--- src/rtl/sprite_pkg.sv ---
// Shared sprite constants: screen size, blitter state encoding and default sprite geometry.
// Imported by the blitter and by whatever level muxes the sprite ROMs.
package sprite_pkg;

    localparam int unsigned SCREEN_W = 640;
    localparam int unsigned SCREEN_H = 480;

    localparam int unsigned SHIP_W  = 16;
    localparam int unsigned SHIP_H  = 8;
    localparam int unsigned ENEMY_W = 8;
    localparam int unsigned ENEMY_H = 8;

    localparam int unsigned DEF_COLOR_W = 8;

    typedef logic [1:0] blit_state_t;

    localparam blit_state_t StIdle  = 2'd0;
    localparam blit_state_t StFetch = 2'd1;
    localparam blit_state_t StDraw  = 2'd2;
    localparam blit_state_t StDone  = 2'd3;

    // Coordinates arrive 11 bits wide so a sum that crossed 1023 still compares correctly.
    function automatic logic on_screen(input logic [10:0] px, input logic [10:0] py);
        return (px < 11'(SCREEN_W)) && (py < 11'(SCREEN_H));
    endfunction

endpackage

--- src/rtl/sprite_blitter.sv ---
// Walks a sprite bitmap row by row from a combinational ROM and emits one clipped
// pixel write per set bit, one column per cycle, with back-pressure from the framebuffer.
module sprite_blitter
    import sprite_pkg::*;
#(
    parameter int unsigned SPRITE_W = SHIP_W,
    parameter int unsigned SPRITE_H = SHIP_H,
    parameter int unsigned COLOR_W  = DEF_COLOR_W
) (
    input  logic                clk,
    input  logic                reset,
    input  logic                req_valid,
    output logic                req_ready,
    input  logic [9:0]          req_x,
    input  logic [9:0]          req_y,
    input  logic [7:0]          req_base,
    input  logic [COLOR_W-1:0]  req_color,
    output logic [7:0]          rom_addr,
    input  logic [SPRITE_W-1:0] rom_data,
    output logic                pix_we,
    input  logic                pix_ready,
    output logic [9:0]          pix_x,
    output logic [9:0]          pix_y,
    output logic [COLOR_W-1:0]  pix_color,
    output logic                done
);

    localparam int unsigned CW = (SPRITE_W > 1) ? $clog2(SPRITE_W) : 1;
    localparam int unsigned RW = (SPRITE_H > 1) ? $clog2(SPRITE_H) : 1;

    blit_state_t         state_q, state_d;
    logic [9:0]          x_q, x_d;
    logic [9:0]          y_q, y_d;
    logic [7:0]          base_q, base_d;
    logic [COLOR_W-1:0]  color_q, color_d;
    logic [RW-1:0]       row_q, row_d;
    logic [CW-1:0]       col_q, col_d;
    logic [SPRITE_W-1:0] bits_q, bits_d;
    logic [7:0]          rom_addr_q, rom_addr_d;

    logic        in_draw;
    logic [10:0] px_full;
    logic [10:0] py_full;
    logic        stall;
    logic        last_col;
    logic        last_row;

    // bits_q shifts left each column, so its MSB is always the pixel for col_q.
    always_comb begin
        in_draw  = (state_q == StDraw);
        px_full  = {1'b0, x_q} + 11'(col_q);
        py_full  = {1'b0, y_q} + 11'(row_q);
        pix_we   = in_draw && bits_q[SPRITE_W-1] && on_screen(px_full, py_full);
        stall    = pix_we && !pix_ready;
        last_col = (col_q == CW'(SPRITE_W - 1));
        last_row = (row_q == RW'(SPRITE_H - 1));
    end

    always_comb begin
        req_ready = (state_q == StIdle);
        done      = (state_q == StDone);
        rom_addr  = rom_addr_q;
        pix_x     = in_draw ? px_full[9:0] : '0;
        pix_y     = in_draw ? py_full[9:0] : '0;
        pix_color = in_draw ? color_q : '0;
    end

    always_comb begin
        state_d    = state_q;
        x_d        = x_q;
        y_d        = y_q;
        base_d     = base_q;
        color_d    = color_q;
        row_d      = row_q;
        col_d      = col_q;
        bits_d     = bits_q;
        rom_addr_d = rom_addr_q;

        case (state_q)
            StIdle: begin
                if (req_valid) begin
                    x_d        = req_x;
                    y_d        = req_y;
                    base_d     = req_base;
                    color_d    = req_color;
                    row_d      = '0;
                    rom_addr_d = req_base;
                    state_d    = StFetch;
                end
            end
            StFetch: begin
                bits_d  = rom_data;
                col_d   = '0;
                state_d = StDraw;
            end
            StDraw: begin
                if (!stall) begin
                    bits_d = bits_q << 1;
                    if (last_col) begin
                        if (last_row) begin
                            state_d = StDone;
                        end else begin
                            row_d      = row_q + RW'(1);
                            rom_addr_d = base_q + 8'(row_q) + 8'd1;
                            state_d    = StFetch;
                        end
                    end else begin
                        col_d = col_q + CW'(1);
                    end
                end
            end
            StDone: begin
                state_d = StIdle;
            end
            default: begin
                state_d = StIdle;
            end
        endcase
    end

    always_ff @(posedge clk) begin
        if (reset) begin
            state_q    <= StIdle;
            x_q        <= '0;
            y_q        <= '0;
            base_q     <= '0;
            color_q    <= '0;
            row_q      <= '0;
            col_q      <= '0;
            bits_q     <= '0;
            rom_addr_q <= '0;
        end else begin
            state_q    <= state_d;
            x_q        <= x_d;
            y_q        <= y_d;
            base_q     <= base_d;
            color_q    <= color_d;
            row_q      <= row_d;
            col_q      <= col_d;
            bits_q     <= bits_d;
            rom_addr_q <= rom_addr_d;
        end
    end

endmodule

--- config.mk ---
export PLATFORM = sky130hd
export DESIGN_NAME = sprite_blitter
export DESIGN_NICKNAME = d
export VERILOG_FILES = /design/src/rtl/sprite_pkg.sv /design/src/rtl/sprite_blitter.sv
export SDC_FILE = /design/constraint.sdc
export NUM_CORES = 1
export LEC_CHECK = 0
export ABC_AREA = 1
export ABC_CLOCK_PERIOD_IN_PS = 2850
export BUFFER_PORTS_ARGS = -buffer_cell sky130_fd_sc_hd__buf_2
export CAP_MARGIN = 10
export CORE_MARGIN = 2
export CORE_UTILIZATION = 54
export CTS_CLUSTER_DIAMETER = 100
export DETAILED_ROUTE_END_ITERATION = 12
export PLACE_DENSITY = 0.85
export REMOVE_ABC_BUFFERS = 1
export SYNTH_ARGS = -nofsm -noshare
export SYNTH_HDL_FRONTEND = slang
export SYNTH_SLANG_ARGS = --single-unit
--- constraint.sdc ---
create_clock -name clk -period 2.85 [get_ports clk]
set_input_delay 0.57 -clock clk [delete_from_list [all_inputs] [get_ports clk]]
set_output_delay 0.57 -clock clk [all_outputs]
set_load 0.005 [all_outputs]
### Word-level counts from Yosys, hierarchy flattened

Cells that the tools add are included.

* word-level logic and storage cells: 63
* output and inout port bits: 39
* bits of input ports: 56
* bits in registers: 69

* eq/ne operators: 10
* order comparisons: 2
* muxes and demuxes: 23
* reductions and logical operators: 13
* add/sub/neg operators: 6

Operators with widths (count)
* two-way mux 8 bit: 5
* one-hot mux 16 bit (2 select lines): 1
* two-way mux 10 bit: 2
* two-way mux 16 bit: 1
* one-hot mux 8 bit (2 select lines): 1
* two-way mux 3 bit: 4
* adder 10 x 3 -> 11 bit: 1
* adder 10 x 4 -> 11 bit: 1
* less-than comparator 11 x 10 -> 1 bit (second input constant): 1
* less-than comparator 11 x 9 -> 1 bit (second input constant): 1
* adder 8 x 1 -> 8 bit (second input constant): 1
* adder 8 x 3 -> 8 bit: 1
* two-way mux 2 bit: 4
* two-way mux 4 bit: 2
* inequality test 2 bit (second input constant): 4
* one-hot mux 2 bit (4 select lines): 1
* one-hot mux 4 bit (2 select lines): 1
* one-hot mux 3 bit (2 select lines): 1
* AND reduction 3 bit: 2
* AND reduction 5 bit: 1
* adder 4 x 1 -> 4 bit (second input constant): 1
* equality test 2 bit (second input constant): 2
* equality test 4 bit (second input constant): 1
* logical AND 1 bit: 4
* 8 further kinds: 10

### Depth between registers and ports, before layout

* word-level depth: 7
* gate-level depth with buffers: 19

### Worst setup path before layout

No wires, ideal clock.

* path type: register to output
* from: register row_q[0]
* to: output port pix_we
* arrival: 1.718 ns
* stages on the path, launching flop included: 14
* setup slack: 0.562 ns
* cell sequence: dfxtp_1 > ha_1 > inv_1 > fa_1 > inv_1 > nand2_1 > nand2_1 > nand2_1 > inv_2 > nand2_2 > nand3b_2 > nor2_2 > nor2_4 > and2_1

* cells in the longest elaborated chain, start to end: 4

Ends and longest elaborated chain
* start, declared: line sprite_blitter.sv:36 `logic [RW-1:0] row_q, row_d;`
* start signal, assigned: line sprite_blitter.sv:138 `row_q <= row_d;`
* adder 10 x 3 -> 11 bit: line sprite_blitter.sv:52 `py_full = {1'b0, y_q} + 11'(row_q);`
* less-than comparator 11 x 9 -> 1 bit: line sprite_pkg.sv:24 `return (px < 11'(SCREEN_W)) && (py < 11'(SCREEN_H));`
* logical AND 1 bit: line sprite_pkg.sv:24
* logical AND 1 bit: line sprite_blitter.sv:53 `pix_we = in_draw && bits_q[SPRITE_W-1] && on_screen(px_full, py_full);`
* end, declared: line sprite_blitter.sv:20 `output logic pix_we,`

No other way between the ends.

### Final worst setup path

* from: register y_q[0]
* to: output port pix_we

* cells in the longest elaborated chain, start to end: 4

Ends and longest elaborated chain
* start, declared: line sprite_blitter.sv:33 `logic [9:0] y_q, y_d;`
* start signal, assigned: line sprite_blitter.sv:135 `y_q <= y_d;`
* adder 10 x 3 -> 11 bit: line sprite_blitter.sv:52
* less-than comparator 11 x 9 -> 1 bit: line sprite_pkg.sv:24
* logical AND 1 bit: line sprite_pkg.sv:24
* logical AND 1 bit: line sprite_blitter.sv:53

No other way between the ends.

==> flow_summary_export.csv <==
group,metric,value,unit
grt,grt_util_met2,42.8,%
power_and_ir_drop,power,4.22,mW
detailed_routing,vias,3952,
yosys,synth.distinct_cells,33,
clock_network,cts.sinks,69,
timing,finalMaxSlewViolations,0,
power_and_ir_drop,p_per_area,901,mW/mm²
critical_path,cp.required,2280,ps
yosys,syn_avg_cell_area,6.44,µm²
detailed_routing,ant_nets,0,
floorplanning,coreArea,0.00683,mm²
timing,post-route-period-util,96.0,%
floorplanning,die_h,88.1,µm
timing,setup_viol,0,
yosys,netlist_area,0.00382,mm²
timing,hold_violations,0,
detailed_routing,drc_errors,0,
clock_network,clock_path_buffers,2,
grt,grtUsageMet1,28.7,%
detailed_routing,drt_pass1_iterations,4,
timing,period_minus_slack,2730,ps
final_layout,drive_above_1_share,23.0,%
floorplanning,io_pins,95,
final_layout,most-common-layout-cells,"nand2_1, nor2_1, buf_2",
final_layout,n_fill_cell,622,
timing,worst_pin_slew,578,ps
grt,overflow,0,
run_status,outcome,"completed",
grt,grt_pass1_vias,3542,
critical_path,path_max_fanout,3,
grt,grt_usage,24.3,%
final_layout,nets,757,
grt,grt_pass1_wl,15000,µm
floorplanning,dieArea,0.00776,mm²
min_path,hp-class,"reg2reg",
run,cap_violations,0,
power_and_ir_drop,peakVddDrop,0.000469,V
clock_network,path_clk_slew,70,ps
detailed_routing,wirelength,9360,µm
final_layout,layout_commonest_cell,"nand2_1",
placed_design,dp_cells,764,
clock_network,clk_latency,340,ps
detailed_routing,wire_per_inst,11.9,µm
timing,skew,8.88,ps
clock_network,root_buffer,"clkbuf_8",
final_layout,stdcell_count,786,
critical_path,critPathKind,"reg2out",
critical_path,end_kind,"primary output",
final_layout,antenna_cells,0,
clock_network,ctsHtreeMaxLevel,3,
grt,grtUsageMet3,6.50,%
yosys,yosysWarnings,0,
floorplanning,start_util,55.9,%
grt,antenna_found_initial,0,
final_layout,multi_input_area,0.00214,mm²
final_layout,area_growth,22.5,%
critical_path,worstPathArrival,2160,ps
floorplanning,die_x,88.1,µm
clock_network,tritoncts,"done",
grt,grt_max_degree,46,
timing,fmax,0.366,GHz
placed_design,place.gp.congestion,0.959,
floorplanning,rows,30,
detailed_routing,routed_via_density,5.03,
critical_path,start_kind,"register",
yosys,ys_ff_latch,69,
placed_design,port_buffers,94,
yosys,yosysSeqAreaShare,36.2,%
timing,relSlewSlack,61.2,%
power_and_ir_drop,leakagePower,2.37,nW
yosys,syn_inst,593,
final_layout,register_area,0.00139,mm²
placed_design,dpl.hpwl,6430,µm
grt,top_usage_layer,"met2",
detailed_routing,drt_iter0_drc,248,
clock_network,cts_made_buffers,9,
==> power breakdown <==
group / internal [mW] / switching [mW] / total [mW]
Combinational: 0.651 / 1.17 / 1.82
Sequential: 1.29 / 0.216 / 1.51
Clock: 0.515 / 0.372 / 0.887
==> registers in the layout (all words and copies together) (netlist names) <==
register / cells
bits_q: 16
x_q: 10
y_q: 10
base_q: 8
color_q: 8
rom_addr: 8
col_q: 4
row_q: 3
state_q: 2
==> what timing repair did <==
action,in CTS,in global routing
pin swaps,0,3
buffers inserted,1,5
hold buffers,0,0
gates resized for setup,6,15
cloned,0,0
endpoints found under the setup margin,2,3
==> critical path: stages (launching register included) <==
cell and delay, ps:
dfxtp_2 360, ha_4 140, inv_1 50, fa_1 370, inv_2 80, nand2_1 60
nand2_2 100, nand2_2 70, nand2_1 130, nand3b_4 100, nor2_4 100, nor2_4 40
and2_4 130, buf_2 120
==> final timing paths <==
kind                            slack, ps  startpoint          to  depth (start not counted)
worst max-delay path                  120      y_q[0]      pix_we                         13
worst min-delay path                  450  color_q[7]  color_q[7]                          2
worst max register to register        420      y_q[0]   bits_q[1]                         18
worst min register to register        450  color_q[7]  color_q[7]                          2
==> cell families after synthesis <==
logic type / Yosys count / synth area share [%]
XOR/XNOR: 4 / 0.918
AO/OA/AOI/OAI: 106 / 14.1
buffers and inverters: 87 / 9.24
AND/OR/NAND/NOR: 311 / 33.7
adder cells (fa/ha/maj): 16 / 5.83
flip-flops: 69 / 36.2
==> metal layers <==
metal	share of wire (%)	wire, µm
met2	49	4600
met4	1.2	109
met1	43	4060
met3	6.2	582
met5	0	0
==> stage by stage <==
step           setup slack, ps  setup TNS [ps]  utilization, %  cell area (µm²)  hold WS, ps
3_3_place_gp               369               0            63.5             4340          439
2_1_floorplan             -258           -3840               -             3700          432
6_report                   115               0            68.5             4680          454
5_1_grt                  -39.2           -39.2            68.5             4680          477
4_1_cts                  0.798               0            67.1             4580          456
3_5_place_dp               287               0            63.5             4340          445
==> Yosys cell counts, drive strengths merged <==
cell type	instances	area (µm²)
a211oi	3	22.5
a21oi	38	190
a31oi	1	6.26
and2	1	6.26
buf	6	43.8
clkbuf	19	71.3
clkinv	3	11.3
dfxtp	69	1380
fa	3	60.1
ha	13	163
inv	59	226
nand2	148	583
nand3	26	143
nand3b	2	18.8
nand4	3	25.0
nor2	130	505
nor3	1	5.00
o21ai	64	320
xnor2	2	17.5
xor2	2	17.5
==> area by class of cell <==
type                       count  share of cell area, %
clock buffer                  10                   2.94
sequential                    69                   29.7
clock inverter                 6                   1.85
tap                           96                   2.57
multi-input combinational    437                   45.9
timing repair buffer         106                   12.0
inverter                      62                   5.08
Note: power is estimated with default switching activity, not from simulation.
